==> config.mk <==
export PLATFORM = sky130hd
export DESIGN_NAME = frame_timer
export DESIGN_NICKNAME = d
export VERILOG_FILES = /design/src/rtl/frame_timer_pkg.sv /design/src/rtl/vsync_edge_sync.sv /design/src/rtl/frame_timer.sv
export SDC_FILE = /design/constraint.sdc
export NUM_CORES = 1
export LEC_CHECK = 0
export CORE_ASPECT_RATIO = 0.9
export CORE_MARGIN = 2
export CORE_UTILIZATION = 40
export CTS_CLUSTER_SIZE = 20
export DETAILED_ROUTE_END_ITERATION = 12
export PLACE_DENSITY_LB_ADDON = 0.2
export SETUP_SLACK_MARGIN = 0.02
export SKIP_LAST_GASP = 1
export SLEW_MARGIN = 5
export SYNTH_ARGS = -nofsm -noshare
export SYNTH_HDL_FRONTEND = slang
export SYNTH_SLANG_ARGS = --single-unit
==> constraint.sdc <==
create_clock -name iclk -period 5.87 [get_ports iclk]
set_clock_uncertainty 0.2 [all_clocks]
set_input_delay 1.174 -clock iclk [delete_from_list [all_inputs] [get_ports iclk]]
set_output_delay 1.174 -clock iclk [all_outputs]
set_load 0.05 [all_outputs]
==> src/rtl/frame_timer_pkg.sv <==
// Shared types and constants for the frame-synchronous pattern timer.
package frame_timer_pkg;

    typedef enum logic [1:0] {
        RUN  = 2'd0,
        HOLD = 2'd1,
        DONE = 2'd2
    } state_t;

    localparam logic MODE_WRAP    = 1'b0;
    localparam logic MODE_ONESHOT = 1'b1;

endpackage

==> src/rtl/vsync_edge_sync.sv <==
// Synchronises the asynchronous panel vsync and emits a registered one-cycle pulse
// per rising edge, suppressed until the chain has settled after reset.
module vsync_edge_sync #(
    parameter int SYNC_STAGES = 2
) (
    input  logic iclk,
    input  logic irst,
    input  logic ivsync,
    output logic orise
);

    localparam int                PRIME_W   = $clog2(SYNC_STAGES + 2);
    localparam logic [PRIME_W-1:0] PRIME_MAX = PRIME_W'(SYNC_STAGES + 1);

    logic [SYNC_STAGES-1:0] sync_q;
    logic                   prev_q;
    logic [PRIME_W-1:0]     prime_q;
    logic                   primed;

    // A level already high at reset release must not look like an edge.
    assign primed = (prime_q == PRIME_MAX);

    // NOTE: non-blocking assignments keep every flop sampling pre-edge values, so the chain shifts one stage per clock.
    always_ff @(posedge iclk) begin
        if (irst) begin
            sync_q  <= '0;
            prev_q  <= 1'b0;
            prime_q <= '0;
            orise   <= 1'b0;
        end else begin
            sync_q <= {sync_q[SYNC_STAGES-2:0], ivsync};
            prev_q <= sync_q[SYNC_STAGES-1];
            if (!primed)
                prime_q <= prime_q + 1'b1;
            orise <= primed & sync_q[SYNC_STAGES-1] & ~prev_q;
        end
    end

endmodule

==> src/rtl/frame_timer.sv <==
// Counts qualified vsync edges, ticks every iframes_per_tick frames and advances a
// tick counter modulo iterminal in wrap or one-shot mode.
module frame_timer
    import frame_timer_pkg::*;
#(
    parameter int FPT_W       = 10,
    parameter int CNT_W       = 8,
    parameter int SYNC_STAGES = 2
) (
    input  logic             iclk,
    input  logic             irst,
    input  logic             ivsync,
    input  logic             ien,
    input  logic             iclr,
    input  logic             imode,
    input  logic [FPT_W-1:0] iframes_per_tick,
    input  logic [CNT_W-1:0] iterminal,
    output logic             ovs_rise,
    output logic             otick,
    output logic             owrap,
    output logic             odone,
    output logic [CNT_W-1:0] oCount
);

    logic             rise;
    state_t           state_q, state_d;
    logic [FPT_W-1:0] fcnt_q, fcnt_d, f_last;
    logic [CNT_W-1:0] cnt_d, term_last;
    logic             count_en, tick_d, wrap_d, done_d, finish_d;

    vsync_edge_sync #(.SYNC_STAGES(SYNC_STAGES)) u_sync (
        .iclk  (iclk),
        .irst  (irst),
        .ivsync(ivsync),
        .orise (rise)
    );

    // F = 0 behaves as F = 1; M = 0 becomes all-ones, i.e. modulus 2^CNT_W.
    assign f_last    = (iframes_per_tick == '0) ? '0 : iframes_per_tick - 1'b1;
    assign term_last = iterminal - 1'b1;

    // NOTE: every always_comb output gets a default first so no path can infer a latch.
    always_comb begin
        state_d  = state_q;
        fcnt_d   = fcnt_q;
        cnt_d    = oCount;
        tick_d   = 1'b0;
        wrap_d   = 1'b0;
        done_d   = odone;
        finish_d = 1'b0;
        count_en = rise && ien && (state_q == RUN);

        if (count_en) begin
            if (fcnt_q >= f_last) begin
                fcnt_d = '0;
                tick_d = 1'b1;
            end else begin
                fcnt_d = fcnt_q + 1'b1;
            end
        end

        if (tick_d) begin
            if (imode == MODE_WRAP) begin
                if (oCount >= term_last) begin
                    cnt_d  = '0;
                    wrap_d = 1'b1;
                end else begin
                    cnt_d = oCount + 1'b1;
                end
            end else if (oCount == term_last) begin
                finish_d = 1'b1;
                done_d   = 1'b1;
            end else begin
                cnt_d = oCount + 1'b1;
            end
        end

        case (state_q)
            RUN:     if (!ien) state_d = HOLD;
                     else if (finish_d) state_d = DONE;
            HOLD:    if (ien) state_d = RUN;
            DONE:    state_d = DONE;
            default: state_d = RUN;
        endcase
    end

    always_ff @(posedge iclk) begin
        if (irst) begin
            state_q  <= RUN;
            fcnt_q   <= '0;
            oCount   <= '0;
            otick    <= 1'b0;
            owrap    <= 1'b0;
            odone    <= 1'b0;
            ovs_rise <= 1'b0;
        end else begin
            ovs_rise <= rise;
            if (iclr) begin
                // A rise in the clear cycle still shows on ovs_rise but is not counted.
                state_q <= ien ? RUN : HOLD;
                fcnt_q  <= '0;
                oCount  <= '0;
                otick   <= 1'b0;
                owrap   <= 1'b0;
                odone   <= 1'b0;
            end else begin
                state_q <= state_d;
                fcnt_q  <= fcnt_d;
                oCount  <= cnt_d;
                otick   <= tick_d;
                owrap   <= wrap_d;
                odone   <= done_d;
            end
        end
    end

endmodule

# Word level (Yosys, flattened, before mapping)
# Cells that the tools add are included.
# totals
elab_cells	55
ff_bits	30
# classes
n_mux	17
n_eq_ne	7
n_reduce_logical	9
n_lt_le_gt_ge	2
n_addsub	5
bitwise_logic	4
# ops
operator	count
8-bit 2-to-1 mux	3
10-bit 2-to-1 mux	2
10-bit by 1-bit adder with 10-bit output, second input constant	1
10-bit >= comparator	1
10-bit zero test	1
10-bit by 1-bit subtractor with 10-bit output, second input constant	1
8-bit by 1-bit adder with 8-bit output, second input constant	1
8-bit == test	1
8-bit >= comparator	1
2-bit 2-to-1 mux	4
8-bit by 1-bit subtractor with 8-bit output, second input constant	1
1-bit 2-to-1 mux	7
2-bit case mux with 3 select lines	1
2-bit == test, second input constant	2
4-bit != test, second input constant	1
2-bit AND reduction	2
4-bit OR reduction	1
3-bit != test, second input constant	1
3-bit AND reduction	1
2-bit by 1-bit adder with 2-bit output, second input constant	1
1-bit bitwise AND	2
2-bit by 1-bit == test with 1-bit output, second input constant	1
1-bit logical AND	2
2-bit zero test	1
3 further kinds	4

# Logic depth before layout (Yosys ltp)
# Gate-level depths: netlist (run 1).
# depth
word_depth	10
ltp_mapped	13
ltp_nobuf	13

# Cells and area by module
# Synthesis (run 1) repeated with hierarchy kept, for this count alone.
# hier_totals
cells_unflattened	231
hier_area_um2	2035.7
# by_module_without_submodules
module	area_each_um2	cells_each	instances
frame_timer	1841.8	216	1
vsync_edge_sync	193.9	15	1

# Least setup slack after synthesis (run 1)
# No wires, ideal clock.
# synth_timing
path_type	input port to flip-flop
start	in iframes_per_tick[3]
end	reg oCount[4]
path_buffers	0
arrival_ns	3.770
setup_ns	0.070
stages	13
slack_ns	1.829
path_cell_list	or4_1 nor2_1 nand2_1 nor3_1 xnor2_1 nand2_1 ha_1 nand4_2 a211oi_2 or3_4 o21ai_4 or4_1 a21oi_1
# synth_via
elab_chain_len	6
# synth_rtl
item	line_no	rtl
from (decl)	frame_timer.sv:16	input logic [FPT_W-1:0] iframes_per_tick,
10-bit by 1-bit subtractor with 10-bit output / 10-bit zero test (equally long branches)	frame_timer.sv:39	assign f_last = (iframes_per_tick == '0) ? '0 : iframes_per_tick - 1'b1;
10-bit 2-to-1 mux (*)	frame_timer.sv:39	
10-bit >= comparator (*)	frame_timer.sv:54	if (fcnt_q >= f_last) begin
1-bit 2-to-1 mux (*)	frame_timer.sv:54	
1-bit 2-to-1 mux (*)	frame_timer.sv:53	if (count_en) begin
2-bit AND reduction (no line) (*)	-	
to (signal assigned)	frame_timer.sv:109	oCount <= cnt_d;
to (decl)	frame_timer.sv:22	output logic [CNT_W-1:0] oCount
# Every way passes the cells marked *; elsewhere a longest branch is shown, timed or not.
# A chain may end at the register's enable or synchronous reset.

# Worst setup path in the final report (run 1)
# Same ends and word-level chain as after synthesis.

==> results.md, run 1 <==
* CTS resizes at 0
* DRC marker count from the first detailed-route iteration at 57
* Post-Route WL at 3.83 mm
* Yosys Warn Count at 0
* Peak VDD IR at 0.115 mV
* CTS tree: done
* Drt drc at 0
* Syn nets at 271
* Max Freq at 226 MHz
* CTS Sinks at 30
* Vias in the first global route at 1,574
* # IOs at 36
* Routed Antenna Nets at 0
* Synth top area share at 30.9%
* Int Pwr at 0.000420 W
* RSZ-0062 raised after global routing: false
* Total grt overflow at 0
* Clock Path Buffers at 2
* WP data required at 5.88 ns
* Worst-margin pin slew at 0.512 ns
* Seq cells post-synth at 30
* Clk slew on worst S/H paths at 0.07 ns
* Post-Synthesis Cells at 223
* Largest net degree at the start of global routing at 12
* DPL Wire Length at 3.01 mm
* # diodes at 0
* Final period demand of the worst path at 4.42 ns
* Via count at 1,610
* CP Max Fanout at 8
* Slew headroom at 65.7%
* Initial cell density of the core at 40.7%
* Final setup viols at 0
* Share of cells above drive strength 1 at 7.20%
* Placed Area at 0.00236 mm2
* Crit path arrival time at 4.43 ns
* Critical path type: input pin to register
* Layout area overhead at 28.8%
* CTS buffer count at 5
* Outcome: finished clean
* Sequential Power Share at 39.8%
* Final nets at 311
* DRT Pass-1 Iters at 4
* Mean Syn Cell Area at 8.71 um2
* H-tree depth at 2
* Design Area, Final at 0.00250 mm2
* Critical-path cell list: clkdlybuf4s50_1 > or4_1 > nor2_1 > nand2_1 > nor3_1 > xnor2_1 > nand2_1 > ha_1 > nand4_2 > a211oi_2 > or3_4 > o21ai_4 > or4_1 > a21oi_1
* Die height at 70.1 um
* Post-CTS setup buffer count at 0
* Max-cap violations at 0
* Setup TNS at 0 ns
* Later-pin clock latency in the skew report at 0.27 ns
* Port Buffers at 35
* WL/cell at 11.6 um
* CP Launch Type: input pin
* Routability cong. at 0.854
* Core area at 0.00477 mm2
* Initial antenna violation count at 0
* Post-Place Worst Slack at 1.17 ns
* DR vias/cell at 4.89
* Synth area leaders: dfxtp_1, ha_1, xnor2_1, nor2_1, xor2_1
* Slew Viols, Final at 0
* Critical Path End Type: register
* Synthesized cell area at 0.00194 mm2
* Final WS setup at 1.45 ns
* Register area share after synthesis at 30.9%
* Switching part of the total at 20.4%
* Total track usage at 15.8%
* Die width at 77.4 um
* Row cnt at 24
* Sw Pwr at 0.000108 W
* Combinational power share at 11.2%
* Final Hold Fails at 0
* Slowest library cell on the worst path: or4_1
* Die area at 0.00543 mm2
* Leak at 0.974 nW
* Tcrit/Tclk final at 75.3%
* Hold Path Class: register to register
* First-pass GRT wire length at 6.91 mm
* Post-CTS Hold Buffers at 0
* Critical Path Max Stage Delay at 0.57 ns
* PD cells at 211 mW/mm2
* Clk pwr share at 49.0%
* Distinct cells, synth at 43
* Post-synthesis cell type with the largest combined area: dfxtp_1
* Clock Root Buffer: clkbuf_8
[stage by stage]
step           util (%)  hold WS [ns]  total power [W]  std cells
2_1_floorplan         -         0.214         0.000248        223
3_3_place_gp       49.4         0.216         0.000273        321
3_5_place_dp       49.4         0.225         0.000274        321
4_1_cts            52.4         0.241         0.000536        329
5_1_grt            52.4         0.273         0.000554        329
6_report           52.4         0.234         0.000528        329
[final cells by class]
type,instances,area [um2]
clock buffers,6,82.6
clock inverters,2,60.1
fillers,460,2270
inverters,10,37.5
multi-input cells,181,1290
flip-flops and latches,30,601
well taps,65,81.3
repair buffers,35,350
[synth_stat cells (all sizes together)]
| library cell | instances |
|---|---|
| a211oi | 4 |
| a21o | 1 |
| a21oi | 11 |
| a221o | 1 |
| a41oi | 1 |
| and2 | 1 |
| and3 | 2 |
| and3b | 1 |
| and4 | 2 |
| and4bb | 1 |
| buf | 1 |
| clkbuf | 1 |
| dfxtp | 30 |
| ha | 24 |
| inv | 10 |
| mux2i | 5 |
| nand2 | 21 |
| nand2b | 3 |
| nand3 | 8 |
| nand3b | 1 |
| nand4 | 6 |
| nand4bb | 1 |
| nor2 | 27 |
| nor2b | 4 |
| nor3 | 7 |
| nor3b | 1 |
| nor4 | 2 |
| o21a | 2 |
| o21ai | 8 |
| o31ai | 3 |
| or2 | 1 |
| or3 | 6 |
| or4 | 4 |
| xnor2 | 13 |
| xor2 | 9 |
[metal layers]
metal	routed length (um)	part of all wire, %	vias up	track usage, %
met5	0	0	-	0
met3	171	4.5	5	3.88
met1	2000	52	702	22.0
li1	-	-	871	-
met2	1600	42	32	23.6
met4	55	1.4	0	5.95
[worst paths after layout]
kind                                           from                to  slack (ns)  cells past startpoint
worst max-delay path            iframes_per_tick[3]         oCount[4]        1.45                     14
worst max register to register            oCount[3]         oCount[6]        3.56                      6
worst min-delay path               u_sync.sync_q[0]  u_sync.sync_q[1]        0.23                      1
worst min register to register     u_sync.sync_q[0]  u_sync.sync_q[1]        0.23                      1
[flip-flops by register name, summed over array words and instances, names as in the netlist, 2 cells and up]
name            cells
fcnt_q             10
oCount              8
state_q             2
u_sync.prime_q      2
u_sync.sync_q       2
[logic make-up (layout without fill, tap and decap cells)]
group | Yosys count | count (layout) | share of synthesized area, %
adder cells (fa/ha/maj) | 24 | 24 | 15.5
AND/OR/NAND/NOR | 99 | 99 | 27.6
XOR/XNOR | 22 | 22 | 9.92
multiplexers | 5 | 5 | 2.58
buffers and inverters | 12 | 53 | 2.71
AO/OA/AOI/OAI | 31 | 31 | 10.8
flip-flops | 30 | 30 | 30.9
[critical path, delay by kind of cell]
kind                       cells  cell delay, ns
AOI/OAI and AO/OA              3            0.41
xor gates and xnor gates       1            0.15
adders and majority gates      1            0.31
buffers and inverters          1            0.44
and+or+nand+nor                8            1.94
[placed cells by master, fill, tap and decap left out, drive strengths merged, types with 7 or more instances in the layout]
cell | synthesis | routed
a21oi | 11 | 11
clkdlybuf4s50 | 0 | 35
dfxtp | 30 | 30
ha | 24 | 24
inv | 10 | 10
nand2 | 21 | 21
nand3 | 8 | 8
nor2 | 27 | 27
nor3 | 7 | 7
o21ai | 8 | 8
xnor2 | 13 | 13
xor2 | 9 | 9
[power groups by stage]
stage	logic [W]	registers [W]	clock network, W
global route	0.0000687	0.000210	0.000275
CTS	0.0000601	0.000210	0.000266
floorplan	0.0000334	0.000214	0
detailed placement	0.0000594	0.000215	0
global placement	0.0000586	0.000215	0
finish	0.0000594	0.000210	0.000258
Note: power is estimated with default switching activity, not from simulation.
==> run 2: changes to the inputs <==
clock period = 3.5 ns   (was 5.87 ns; I/O delays follow)
==> run 2 against run 1 <==
Against the previous run: the run now ends with setup timing left; cell count up 10%; combinational power up 140%; worst hold slack better by 0.0055 ns; die area unchanged; via count up 14%; register-to-register slack worse by 2.4 ns; clock-buffer cell count unchanged; clock power up 15%; flip-flop and latch count unchanged; critical path depth unchanged.
==> results.md, run 2 (same netlist as run 1, synthesis figures left out) <==
* Via count at 1,836 (was 1,610)
* Placed insts at 344 (was 321)
* Max reg flops at 10 (unchanged)
* Die area at 0.00543 mm2 (unchanged)
* Clock Path Buffers at 2 (unchanged)
* CTS buffer count at 5 (unchanged)
* Final nets at 345 (was 311)
* Worst-margin pin slew at 0.746 ns (was 0.512 ns)
* Vias in the first global route at 1,853 (was 1,574)
* Tcrit/Tclk final at 102%
* Row cnt at 24 (unchanged)
* Final hold slack at 0.239 ns (was 0.234 ns)
* Routability cong. at 0.773 (was 0.854)
* Post-Place Worst Slack at -0.583 ns (was 1.17 ns)
* DRC marker count from the first detailed-route iteration at 112 (was 57)
* Peak VDD IR at 0.221 mV (was 0.115 mV)
* Final Hold Fails at 0 (unchanged)
* CP Launch Type: input pin (unchanged)
* Total grt overflow at 0 (unchanged)
* Final setup viols at 2 (was 0)
* Routed Antenna Nets at 0 (unchanged)
* DRT Pass-1 Iters at 4 (unchanged)
* CP top delay family: simple AND/OR/NAND/NOR gates (unchanged)
* Drt drc at 0 (unchanged)
* DPL Wire Length at 3.34 mm (was 3.01 mm)
* # IOs at 36 (unchanged)
* Hold Path Class: register to register (unchanged)
* Critical Path Max Stage Delay at 0.55 ns (was 0.57 ns)
* Slew Viols, Final at 0 (unchanged)
* Die width at 77.4 um (unchanged)
* Overall power at 0.000789 W (was 0.000528 W)
* Crit path arrival time at 3.58 ns (was 4.43 ns)
* Layout area overhead at 54.5% (was 28.8%)
* Initial antenna violation count at 0 (unchanged)
* Register Area at 601 um2 (unchanged)
* Commonest non-fill, non-tap cell in the layout: dfxtp_1 (was clkdlybuf4s50_1)
* Area of the multi-input gates at 0.00156 mm2 (was 0.00129 mm2)
* Top flop regs: fcnt_q x10, oCount x8 (unchanged)
* FF-to-FF setup slack at 1.16 ns (was 3.56 ns)
* Fill count at 383 (was 460)
* CP Max Fanout at 6 (was 8)
* Max-cap violations at 0 (unchanged)
* Leak at 1.17 nW (was 0.974 nW)
* Share of cells above drive strength 1 at 31.9% (was 7.20%)
* Final std cells w/o fill at 363 (was 329)
* Largest net degree at the start of global routing at 12 (unchanged)
* Post-CTS Hold Buffers at 0 (unchanged)
* Outcome: finished with violations (was finished clean)
* Most frequent cells in the layout: dfxtp_1, buf_4, clkdlybuf4s50_1, nor2_1, ha_1 (was clkdlybuf4s50_1, dfxtp_1, nor2_1, ha_1, nand2_1)
* Clk slew on worst S/H paths at 0.07 ns (about the same)
* Final period demand of the worst path at 3.57 ns
* Buf/Inv on CP at 4 (was 1)
* # diodes at 0 (unchanged)
* Largest Register: fcnt_q (unchanged)
* WL/cell at 14.2 um (was 11.6 um)
* Critical-path cell list: dlygate4sd2_1 > or4_4 > nand3b_1 > buf_6 > buf_4 > nand2_1 > ha_1 > nand3_2 > a211oi_2 > or3_4 > o21ai_4 > buf_12 > or4_4 > a21oi_2 (was clkdlybuf4s50_1 > or4_1 > nor2_1 > nand2_1 > nor3_1 > xnor2_1 > nand2_1 > ha_1 > nand4_2 > a211oi_2 > or3_4 > o21ai_4 > or4_1 > a21oi_1)
* Port Buffers at 35 (unchanged)
* Post-Route WL at 5.15 mm (was 3.83 mm)
* Clock Root Buffer: clkbuf_8 (unchanged)
* Core area at 0.00477 mm2 (unchanged)
* Failing checks: setup timing
* CTS tree: done (unchanged)
* Final WS setup at -0.0698 ns (was 1.45 ns)
* CP dominant cell by count: or4_4
* RSZ-0062 raised after global routing: true (was false)
* Initial cell density of the core at 40.7% (unchanged)
* Slowest library cell on the worst path: or4_4 (was or4_1)
* DR vias/cell at 5.06 (was 4.89)
* Later-pin clock latency in the skew report at 0.28 ns (was 0.27 ns)
* H-tree depth at 2 (unchanged)
* CTS Sinks at 30 (unchanged)
* Max Freq at 280 MHz
* PD cells at 263 mW/mm2 (was 211 mW/mm2)
* Critical Path End Type: register (unchanged)
* Slew headroom at 50.1% (was 65.7%)
* Critical path type: input pin to register (unchanged)
* Die height at 70.1 um (unchanged)
* First-pass GRT wire length at 8.42 mm (was 6.91 mm)
* Total track usage at 19.0% (was 15.8%)
* Setup TNS at -0.0974 ns (was 0 ns)
* WP data required at 3.51 ns (was 5.88 ns)
[run 2: layout make-up]
cell class / count / area share [%]
well taps: 65 / 2.71
inverters: 10 / 1.25
clock buffers: 6 / 2.75
multi-input cells: 182 / 51.9
repair buffers: 68 / 21.0
flip-flops and latches: 30 / 20.0
clock inverters: 2 / 0.417
[run 2: worst register-to-register path, delay by kind of cell (launching register included)]
family                   cells  cell delay, ns
AND/OR/NAND/NOR              3            0.84
flip-flops                   1            0.40
AO/OA/AOI/OAI                3            0.30
adder cells (fa/ha/maj)      1            0.28
buffers and inverters        2            0.27
[run 2: final timing paths]
path / start / to / cells after the start
worst max-delay path: iframes_per_tick[7] / oCount[4] / 14
worst min-delay path: u_sync.sync_q[0] / u_sync.sync_q[1] / 1
worst max register to register: fcnt_q[0] / oCount[4] / 9
worst min register to register: u_sync.sync_q[0] / u_sync.sync_q[1] / 1
[run 2: layer usage]
| layer | up-vias | global-route usage (%) | share of wire, % |
|---|---|---|---|
| li1 | 947 | - | - |
| met1 | 843 | 25.0 | 48 |
| met2 | 40 | 31.4 | 47 |
| met3 | 6 | 4.13 | 3.5 |
| met4 | 0 | 5.36 | 1.2 |
| met5 | - | 0 | 0 |
[run 2: through the flow]
step,cell area [um2],utilization [%]
5_1_grt,3000,62.8
6_report,3000,62.8
3_5_place_dp,2540,53.2
4_1_cts,2870,60.1
2_1_floorplan,1950,-
3_3_place_gp,2540,53.2
[run 2: report_power, final]
group          internal (W)  total [W]  switching, W
logic             0.0000745   0.000140     0.0000654
registers          0.000349   0.000352    0.00000354
clock network      0.000158   0.000297      0.000139
[run 2: what timing repair did]
action                     CTS  global route
buffers inserted             9             1
cloned                       1             0
pin swaps                   22            16
setup endpoints to repair   22            22
resized for setup           43            25
==> run 3: changes to the inputs <==
==> constraint.sdc (replaced) <==
create_clock -name iclk -period 3.5 [get_ports iclk]
set_clock_uncertainty 0.2 [all_clocks]
set_input_delay 0.525 -clock iclk [delete_from_list [all_inputs] [get_ports iclk]]
set_output_delay 0.525 -clock iclk [all_outputs]
set_load 0.05 [all_outputs]
==> run 3 against run 2 <==
Against the previous run: the run now ends clean; cell count is 2.5% lower; clock power is 48% higher; largest power group is now the clock network; die area stayed put.
==> results.md, run 3 (same netlist as run 1, synthesis figures left out) <==
* DPL Wire Length at 3.16 mm (was 3.34 mm)
* Peak VDD IR at 0.245 mV (was 0.221 mV)
* Switching part of the total at 21.4% (was 26.4%)
* Outcome: finished clean (was finished with violations)
* RSZ-0062 raised after global routing: false (was true)
* Buf/Inv on CP at 4 (unchanged)
* First-pass GRT wire length at 7.80 mm (was 8.42 mm)
* # diodes at 0 (unchanged)
* WL/cell at 13.0 um (was 14.2 um)
* Max-cap violations at 0 (unchanged)
* Final std cells w/o fill at 354 (was 363)
* Sequential Power Share at 38.7% (was 44.6%)
* Post-CTS Hold Buffers at 0 (unchanged)
* Slew headroom at 49.9% (was 50.1%)
* DR vias/cell at 4.97 (was 5.06)
* Via count at 1,759 (was 1,836)
* Layout area overhead at 46.4% (was 54.5%)
* DRC marker count from the first detailed-route iteration at 108 (was 112)
* Initial antenna violation count at 0 (unchanged)
* Die area at 0.00543 mm2 (unchanged)
* Share of cells above drive strength 1 at 22.1% (was 31.9%)
* Most frequent cells in the layout: dfxtp_1, clkdlybuf4s50_1, nor2_1, ha_1, buf_4 (was dfxtp_1, buf_4, clkdlybuf4s50_1, nor2_1, ha_1)
* Int Pwr at 0.000716 W (was 0.000581 W)
* Critical Path End Type: register (unchanged)
* R2r worst-path depth at 6 (was 9)
* Fill count at 404 (was 383)
* Levels on crit path at 16 (was 14)
* CTS Sinks at 30 (unchanged)
* Hold Path Class: register to register (unchanged)
* Post-Route WL at 4.59 mm (was 5.15 mm)
* Die width at 77.4 um (unchanged)
* Clock Path Buffers at 2 (unchanged)
* # IOs at 36 (unchanged)
* Tcrit/Tclk final at 96.3% (was 102%)
* Leak at 1.15 nW (was 1.17 nW)
* CTS tree: done (unchanged)
* CTS buffer count at 5 (unchanged)
* Total track usage at 17.9% (was 19.0%)
* Final hold slack at 0.243 ns (was 0.239 ns)
* Clock Root Buffer: clkbuf_8 (unchanged)
* Clk slew on worst S/H paths at 0.07 ns (about the same)
* Final period demand of the worst path at 3.37 ns (was 3.57 ns)
* Final nets at 336 (was 345)
* Final Hold Fails at 0 (unchanged)
* Commonest non-fill, non-tap cell in the layout: dfxtp_1 (unchanged)
* Total grt overflow at 0 (unchanged)
* DRT Pass-1 Iters at 4 (unchanged)
* Final setup viols at 0 (was 2)
* H-tree depth at 2 (unchanged)
* Vias in the first global route at 1,751 (was 1,853)
* Die height at 70.1 um (unchanged)
* Combinational power share at 13.2% (was 17.7%)
* WP data required at 3.52 ns (was 3.51 ns)
* Worst-margin pin slew at 0.748 ns (was 0.746 ns)
* Row cnt at 24 (unchanged)
* Later-pin clock latency in the skew report at 0.28 ns (about the same)
* Port Buffers at 35 (unchanged)
* Max reg flops at 10 (unchanged)
* Slowest library cell on the worst path: or4_4 (unchanged)
* CP Max Fanout at 5 (was 6)
* Critical-path cell list: dlygate4sd2_1 > or4_4 > nor2_4 > nand2_2 > buf_4 > xnor2_2 > nand2_2 > ha_4 > a211oi_2 > nor2_1 > or3_4 > buf_4 > nor2_4 > buf_6 > o21ai_0 > a21oi_2 (was dlygate4sd2_1 > or4_4 > nand3b_1 > buf_6 > buf_4 > nand2_1 > ha_1 > nand3_2 > a211oi_2 > or3_4 > o21ai_4 > buf_12 > or4_4 > a21oi_2)
* Critical path type: input pin to register (unchanged)
* Hold Path Depth at 1 (unchanged)
* Drt drc at 0 (unchanged)
* Max Freq at 297 MHz (was 280 MHz)
* CP top delay family: simple AND/OR/NAND/NOR gates (unchanged)
* Core area at 0.00477 mm2 (unchanged)
* PD cells at 321 mW/mm2 (was 263 mW/mm2)
* Slew Viols, Final at 0 (unchanged)
* Critical Path Max Stage Delay at 0.56 ns (was 0.55 ns)
* Largest Register: fcnt_q (unchanged)
* Sw Pwr at 0.000195 W (was 0.000208 W)
* CP Launch Type: input pin (unchanged)
* Top flop regs: fcnt_q x10, oCount x8 (unchanged)
* Initial cell density of the core at 40.7% (unchanged)
* Clk pwr share at 48.1% (was 37.6%)
* Routed Antenna Nets at 0 (unchanged)
* Crit path arrival time at 3.39 ns (was 3.58 ns)
* Routability cong. at 0.779 (was 0.773)
* Placed insts at 335 (was 344)
* Largest net degree at the start of global routing at 12 (unchanged)
==> run 3: final timing paths <==
check                      startpoint                to  slack, ns
hold / removal       u_sync.sync_q[0]  u_sync.sync_q[1]       0.24
setup reg to reg            oCount[3]         oCount[6]       1.20
hold reg to reg      u_sync.sync_q[0]  u_sync.sync_q[1]       0.24
setup / recovery  iframes_per_tick[3]         oCount[2]       0.13
==> run 3: repair_timing <==
item                       in CTS  in global routing
gates resized for setup        21                 16
buffers inserted                6                  4
cloned                          1                  1
pin swaps                      12                 18
setup endpoints to repair      22                 21
==> run 3: power by group through the flow <==
stage,Combinational [W],Clock [W],Sequential [W]
floorplan,0.0000560,0,0.000360
global placement,0.000107,0,0.000360
detailed placement,0.000109,0,0.000360
CTS,0.000116,0.000449,0.000352
global route,0.000134,0.000464,0.000353
finish,0.000120,0.000439,0.000352
==> run 3: final cells by class <==
cell class / instances / area, um2 / share of cell area (%)
flip-flops and latches: 30 / 601 / 21.1
clock inverters: 2 / 60.1 / 2.11
repair buffers: 59 / 554 / 19.5
multi-input cells: 182 / 1430 / 50.2
inverters: 10 / 37.5 / 1.32
clock buffers: 6 / 82.6 / 2.90
well taps: 65 / 81.3 / 2.86
==> run 3: stage by stage <==
stage / cell area, um2 / TNS (ns) / util (%) / setup WS [ns] / power [W]
finish: 2840 / 0 / 59.5 / 0.130 / 0.000911
floorplan: 1940 / 0 / - / 0.108 / 0.000416
global placement: 2460 / -8.68 / 51.6 / -0.424 / 0.000467
detailed placement: 2460 / -9.08 / 51.6 / -0.461 / 0.000469
CTS: 2770 / 0 / 58.0 / 0.0214 / 0.000917
global route: 2840 / 0 / 59.5 / 0.0108 / 0.000951
==> run 3: routing by layer <==
metal  track usage, %  wire length (um)
met1             23.4              2200
met2             29.0              2130
met3             4.13               189
met4             5.95                64
met5                0                 0
